File: src/rtl/hazard_ctrl.sv
// hazard_ctrl: pipeline sequencing controller for the 5-stage 16-bit core.
// Generates the PC and pipeline register enables and the IF/ID and ID/EX bubble
// controls from load-use hazards, redirects, memory stalls and halt/error
// retirement. It also keeps a saturating stall-cycle counter for debug.
module hazard_ctrl (
   input  logic        clk,
   input  logic        rst,
   input  logic [2:0]  id_rs,
   input  logic [2:0]  id_rt,
   input  logic        id_rs_vld,
   input  logic        id_rt_vld,
   input  logic        ex_load,
   input  logic [2:0]  ex_dst,
   input  logic        ex_redirect,
   input  logic        imem_stall,
   input  logic        dmem_stall,
   input  logic        mem_halt,
   input  logic        mem_err,
   output logic        pc_en,
   output logic        ifid_en,
   output logic        idex_en,
   output logic        exmem_en,
   output logic        memwb_en,
   output logic        ifid_bubble,
   output logic        idex_bubble,
   output logic        halted,
   output logic        err_halt,
   output logic [15:0] stall_cycles
);

   typedef enum logic [1:0] {
      RUN    = 2'd0,
      DRAIN  = 2'd1,
      HALTED = 2'd2
   } state_t;

   state_t      state_q, state_d;
   logic        squash_pend_q, squash_pend_d;
   logic        err_r_q, err_r_d;
   logic [15:0] stall_cycles_q, stall_cycles_d;
   logic        lu;

   // Counter increment that sticks at all-ones instead of wrapping.
   function automatic logic [15:0] sat_inc(input logic [15:0] v);
      if (v == 16'hFFFF) begin
         return v;
      end
      return v + 16'd1;
   endfunction

   // Load in EX whose destination feeds a source the ID instruction actually reads.
   assign lu = ex_load & ((id_rs_vld & (id_rs == ex_dst)) |
                          (id_rt_vld & (id_rt == ex_dst)));

   assign stall_cycles = stall_cycles_q;

   // Mealy control outputs and next-state; outputs are forced idle while rst is high.
   always_comb begin
      pc_en          = 1'b0;
      ifid_en        = 1'b0;
      idex_en        = 1'b0;
      exmem_en       = 1'b0;
      memwb_en       = 1'b0;
      ifid_bubble    = 1'b0;
      idex_bubble    = 1'b0;
      halted         = 1'b0;
      err_halt       = 1'b0;
      state_d        = state_q;
      squash_pend_d  = squash_pend_q;
      err_r_d        = err_r_q;
      stall_cycles_d = stall_cycles_q;
      if (!rst) begin
         case (state_q)
            RUN: begin
               pc_en    = 1'b1;
               ifid_en  = 1'b1;
               idex_en  = 1'b1;
               exmem_en = 1'b1;
               memwb_en = 1'b1;
               if (dmem_stall) begin
                  // Full freeze; held registers re-present the same hazards later.
                  pc_en    = 1'b0;
                  ifid_en  = 1'b0;
                  idex_en  = 1'b0;
                  exmem_en = 1'b0;
                  memwb_en = 1'b0;
               end else if (mem_halt | mem_err) begin
                  // Let only the retiring instruction move into WB.
                  pc_en    = 1'b0;
                  ifid_en  = 1'b0;
                  idex_en  = 1'b0;
                  exmem_en = 1'b0;
                  state_d  = DRAIN;
                  err_r_d  = mem_err;
               end else if (ex_redirect) begin
                  // PC takes the target; if IF is busy the word arriving later
                  // belongs to the wrong path and must be squashed once.
                  ifid_bubble   = 1'b1;
                  idex_bubble   = 1'b1;
                  squash_pend_d = imem_stall;
               end else if (lu) begin
                  pc_en       = 1'b0;
                  ifid_en     = 1'b0;
                  idex_bubble = 1'b1;
               end else if (imem_stall) begin
                  pc_en       = 1'b0;
                  ifid_bubble = 1'b1;
               end else if (squash_pend_q) begin
                  // Stale fetched word: drop it and refetch the target.
                  pc_en         = 1'b0;
                  ifid_bubble   = 1'b1;
                  squash_pend_d = 1'b0;
               end
               if (!pc_en) begin
                  stall_cycles_d = sat_inc(stall_cycles_q);
               end
            end
            DRAIN: begin
               state_d = HALTED;
            end
            HALTED: begin
               halted   = 1'b1;
               err_halt = err_r_q;
            end
            default: begin
               state_d = RUN;
            end
         endcase
      end
   end

   // State registers with asynchronous reset.
   always_ff @(posedge clk or posedge rst) begin
      if (rst) begin
         state_q        <= RUN;
         squash_pend_q  <= 1'b0;
         err_r_q        <= 1'b0;
         stall_cycles_q <= 16'd0;
      end else begin
         state_q        <= state_d;
         squash_pend_q  <= squash_pend_d;
         err_r_q        <= err_r_d;
         stall_cycles_q <= stall_cycles_d;
      end
   end

endmodule

File: config.mk
export PLATFORM = sky130hd
export DESIGN_NAME = hazard_ctrl
export DESIGN_NICKNAME = d
export VERILOG_FILES = /design/src/rtl/hazard_ctrl.sv
export SDC_FILE = /design/constraint.sdc
export NUM_CORES = 1
export LEC_CHECK = 0
export CORE_MARGIN = 4
export CORE_UTILIZATION = 45
export DETAILED_ROUTE_END_ITERATION = 10
export PLACE_DENSITY_LB_ADDON = 0.25
export SYNTH_ARGS = -nofsm -noshare
export SYNTH_HDL_FRONTEND = slang
export SYNTH_SLANG_ARGS = --single-unit
export TNS_END_PERCENT = 50
File: constraint.sdc
create_clock -name clk -period 3.5 [get_ports clk]
set_input_delay 0.7 -clock clk [delete_from_list [all_inputs] [get_ports clk]]
set_output_delay 0.7 -clock clk [all_outputs]
set_load 0.005 [all_outputs]
==> flow_summary.ini <==
[status]
status = finished clean

[clocking]
cts_buffers = 3
cts_hold_buf = 0
ctsHtreeMaxLevel = 1
clk_latency_ns = 0.30
cts.sinks = 20
path_clk_slew_ns = 0.11
tritoncts = yes
cts_buffer_depth = 2
post-cts-setup-buffer-count = 0
clockRootBuffer = clkbuf_4

[setup_path]
r2r_start = state_q[1]$_DFFE_PP0P_
start_kind = primary input
endpoint_kind = primary output
reg2reg_depth = 4
crit_fanout = 5
cp_slowest_cell = clkdlybuf4s50_1
critPathCapture = ifid_bubble
crit_start = rst
required_ns = 2.80
r2r_slack_ns = 1.64
arrival_ns = 2.70
cp_cell_sequence = clkdlybuf4s50_1 -> or3_4 -> nor4_4 -> o21a_1 -> o31a_1 -> clkdlybuf4s50_1
critPathMostFrequentCell = clkdlybuf4s50_1
slowest_delay_ns = 0.50
rr_endpoint = stall_cycles[1]$_DFFE_PP0P_
crit_type = in -> out

[synth]
syn-instance-count = 107
synth-seq-cells = 20
synth-main-ff-cell = dfrtp_1
syn_avg_cell_area_um2 = 10.2
seq_area_frac_synth_pct = 45.8
synth.distinct_cells = 30
synth_most_common_cell = dfrtp_1
synthArstFlopShare_pct = 100
synth_top_area_share_pct = 45.8
synth_common_cells = 20 x dfrtp_1, 18 x xnor2_1, 17 x nand2_1
yosysWarnings = 0
syn-num-nets = 127
synthTopCellsByArea = dfrtp_1 46%, xnor2_1 14%, nand2_1 5.8%
yosysTopAreaCell = dfrtp_1
syn-cell-area_um2 = 1090
synth_edf_count = 0

[timing]
min_period_ns = 3.40
slew_violations = 0
finalHoldViolations = 0
worst_pin_slew_ns = 0.340
fmax_mhz = 294
rsz0062_at_grt = no
fin_tns_setup_ns = 0
relSlewSlack_pct = 77.2
min_period_over_period_pct = 97.1
setup_viol = 0
finClkSkew_ns = 0.00304

[floorplanning]
initial_utilization_pct = 48.5
dieWidth_um = 57.3
core_um2 = 2250
die_area_um2 = 3280
rows = 17
die_y_um = 57.3
pin_count = 44

[global_route]
grt_pass1_vias = 999
grt_usage_pct = 16.8
antenna_found_initial = 0
grt_pass1_wl_um = 4360
grt_max_degree = 22
grt-ovfl-total = 0

[drt]
first_iter_violations = 12
viasPerCell = 5.05
firstDrtPassIters = 4
finalWirelength_um = 2500
wire_per_inst_um = 13.7
drc_errors = 0
ant_nets = 0
vias = 920

[placed_design]
hpwlAfterDp_um = 1990
gp_congestion = 0.804
placed_area_um2 = 1560
io_buffers = 43

[final_layout]
drive_above_1_share_pct = 9.09
multiInputGateArea_um2 = 576
n_fill_cell = 185
final_area_um2 = 1600
seqCellArea_um2 = 500
area_delta_synth_final_pct = 46.7
antenna_cells = 0
nets = 175

[pwr]
power_density_nw_per_um2 = 439
p_total_mw = 0.705
leakage_nw = 0.665
ir_worst_vdd_mv = 0.521

[hold_path]
holdCritPathClass = reg -> reg

[flow_run]
maxCapViolations = 0
## critical path, delay by kind of cell
family | cells | cell delay, ns
simple gates | 2 | 0.64
compound gates | 2 | 0.40
buf+inv | 2 | 0.96
## per-stage QoR
| step | cells | hold WS [ns] | util, % | worst slack (ns) |
|---|---|---|---|---|
| after CTS | 182 | 0.507 | 71.1 | 0.100 |
| after global routing | 182 | 0.541 | 71.1 | 0.0148 |
| after detailed placement | 178 | 0.480 | 69.1 | 0.0159 |
| after global placement | 178 | 0.470 | 69.1 | 0.131 |
| final | 182 | 0.499 | 71.1 | 0.100 |
| after floorplan | 107 | 0.458 | - | 1.06 |
## state kept, by name (all words and copies together), names as in the netlist
signal         cells
err_r_q            1
stall_cycles      16
squash_pend_q      1
state_q            2
## routing by layer
layer  global-route usage, %  share of wire [%]  wire length [µm]
met1                    20.5                 45              1120
met5                       0                  0                 0
met2                    28.5                 49              1240
met4                    8.28                1.7                42
met3                    2.71                4.2               106
## logic make-up after synthesis
family | synth area share (%)
xor+xnor | 17.6
mux | 1.03
flops | 45.8
compound gates | 9.50
simple gates | 22.5
fa+ha+maj | 1.14
buf+inv | 2.40
## worst min path at each step
stage,startpoint,endpoint,slack [ns],depth (start not counted)
after floorplan,err_r_q$_DFFE_PP0P_,err_r_q$_DFFE_PP0P_,0.46,1
after global placement,stall_cycles[15]$_DFFE_PP0P_,stall_cycles[15]$_DFFE_PP0P_,0.47,1
after detailed placement,err_r_q$_DFFE_PP0P_,err_r_q$_DFFE_PP0P_,0.48,1
after CTS,err_r_q$_DFFE_PP0P_,err_r_q$_DFFE_PP0P_,0.51,1
after global routing,stall_cycles[6]$_DFFE_PP0P_,stall_cycles[6]$_DFFE_PP0P_,0.54,1
final,err_r_q$_DFFE_PP0P_,err_r_q$_DFFE_PP0P_,0.50,1
## cell usage in the layout, fill, tap and decap left out, types with 2 or more instances in the layout
cell type / n
clkdlybuf4s50_1: 43
dfrtp_1: 20
xnor2_1: 18
nand2_1: 17
nand4_1: 9
nor2_1: 7
inv_1: 5
xor2_1: 4
o21ai_0: 3
clkbuf_4: 3
and2_1: 2
nand3_1: 2
## layout make-up
type                            instances  share of cell area, %
Tap cell                               28                   2.18
Sequential cell                        20                   31.2
Clock buffer                            4                   2.26
Inverter                                5                   1.17
Timing Repair Buffer                   44                   27.3
Multi-Input combinational cell         81                   35.9
## where the power goes
group | internal (mW) | switching (mW)
logic | 0.153 | 0.0914
clock network | 0.0634 | 0.0677
registers | 0.277 | 0.0527
total | 0.493 | 0.212
## repair_timing
item | in CTS | in global routing
endpoints found under the hold margin | 0 | 0
setup endpoints to repair | 1 | 0
resized for setup | 1 | 0
Note: power is estimated with default switching activity, not from simulation.
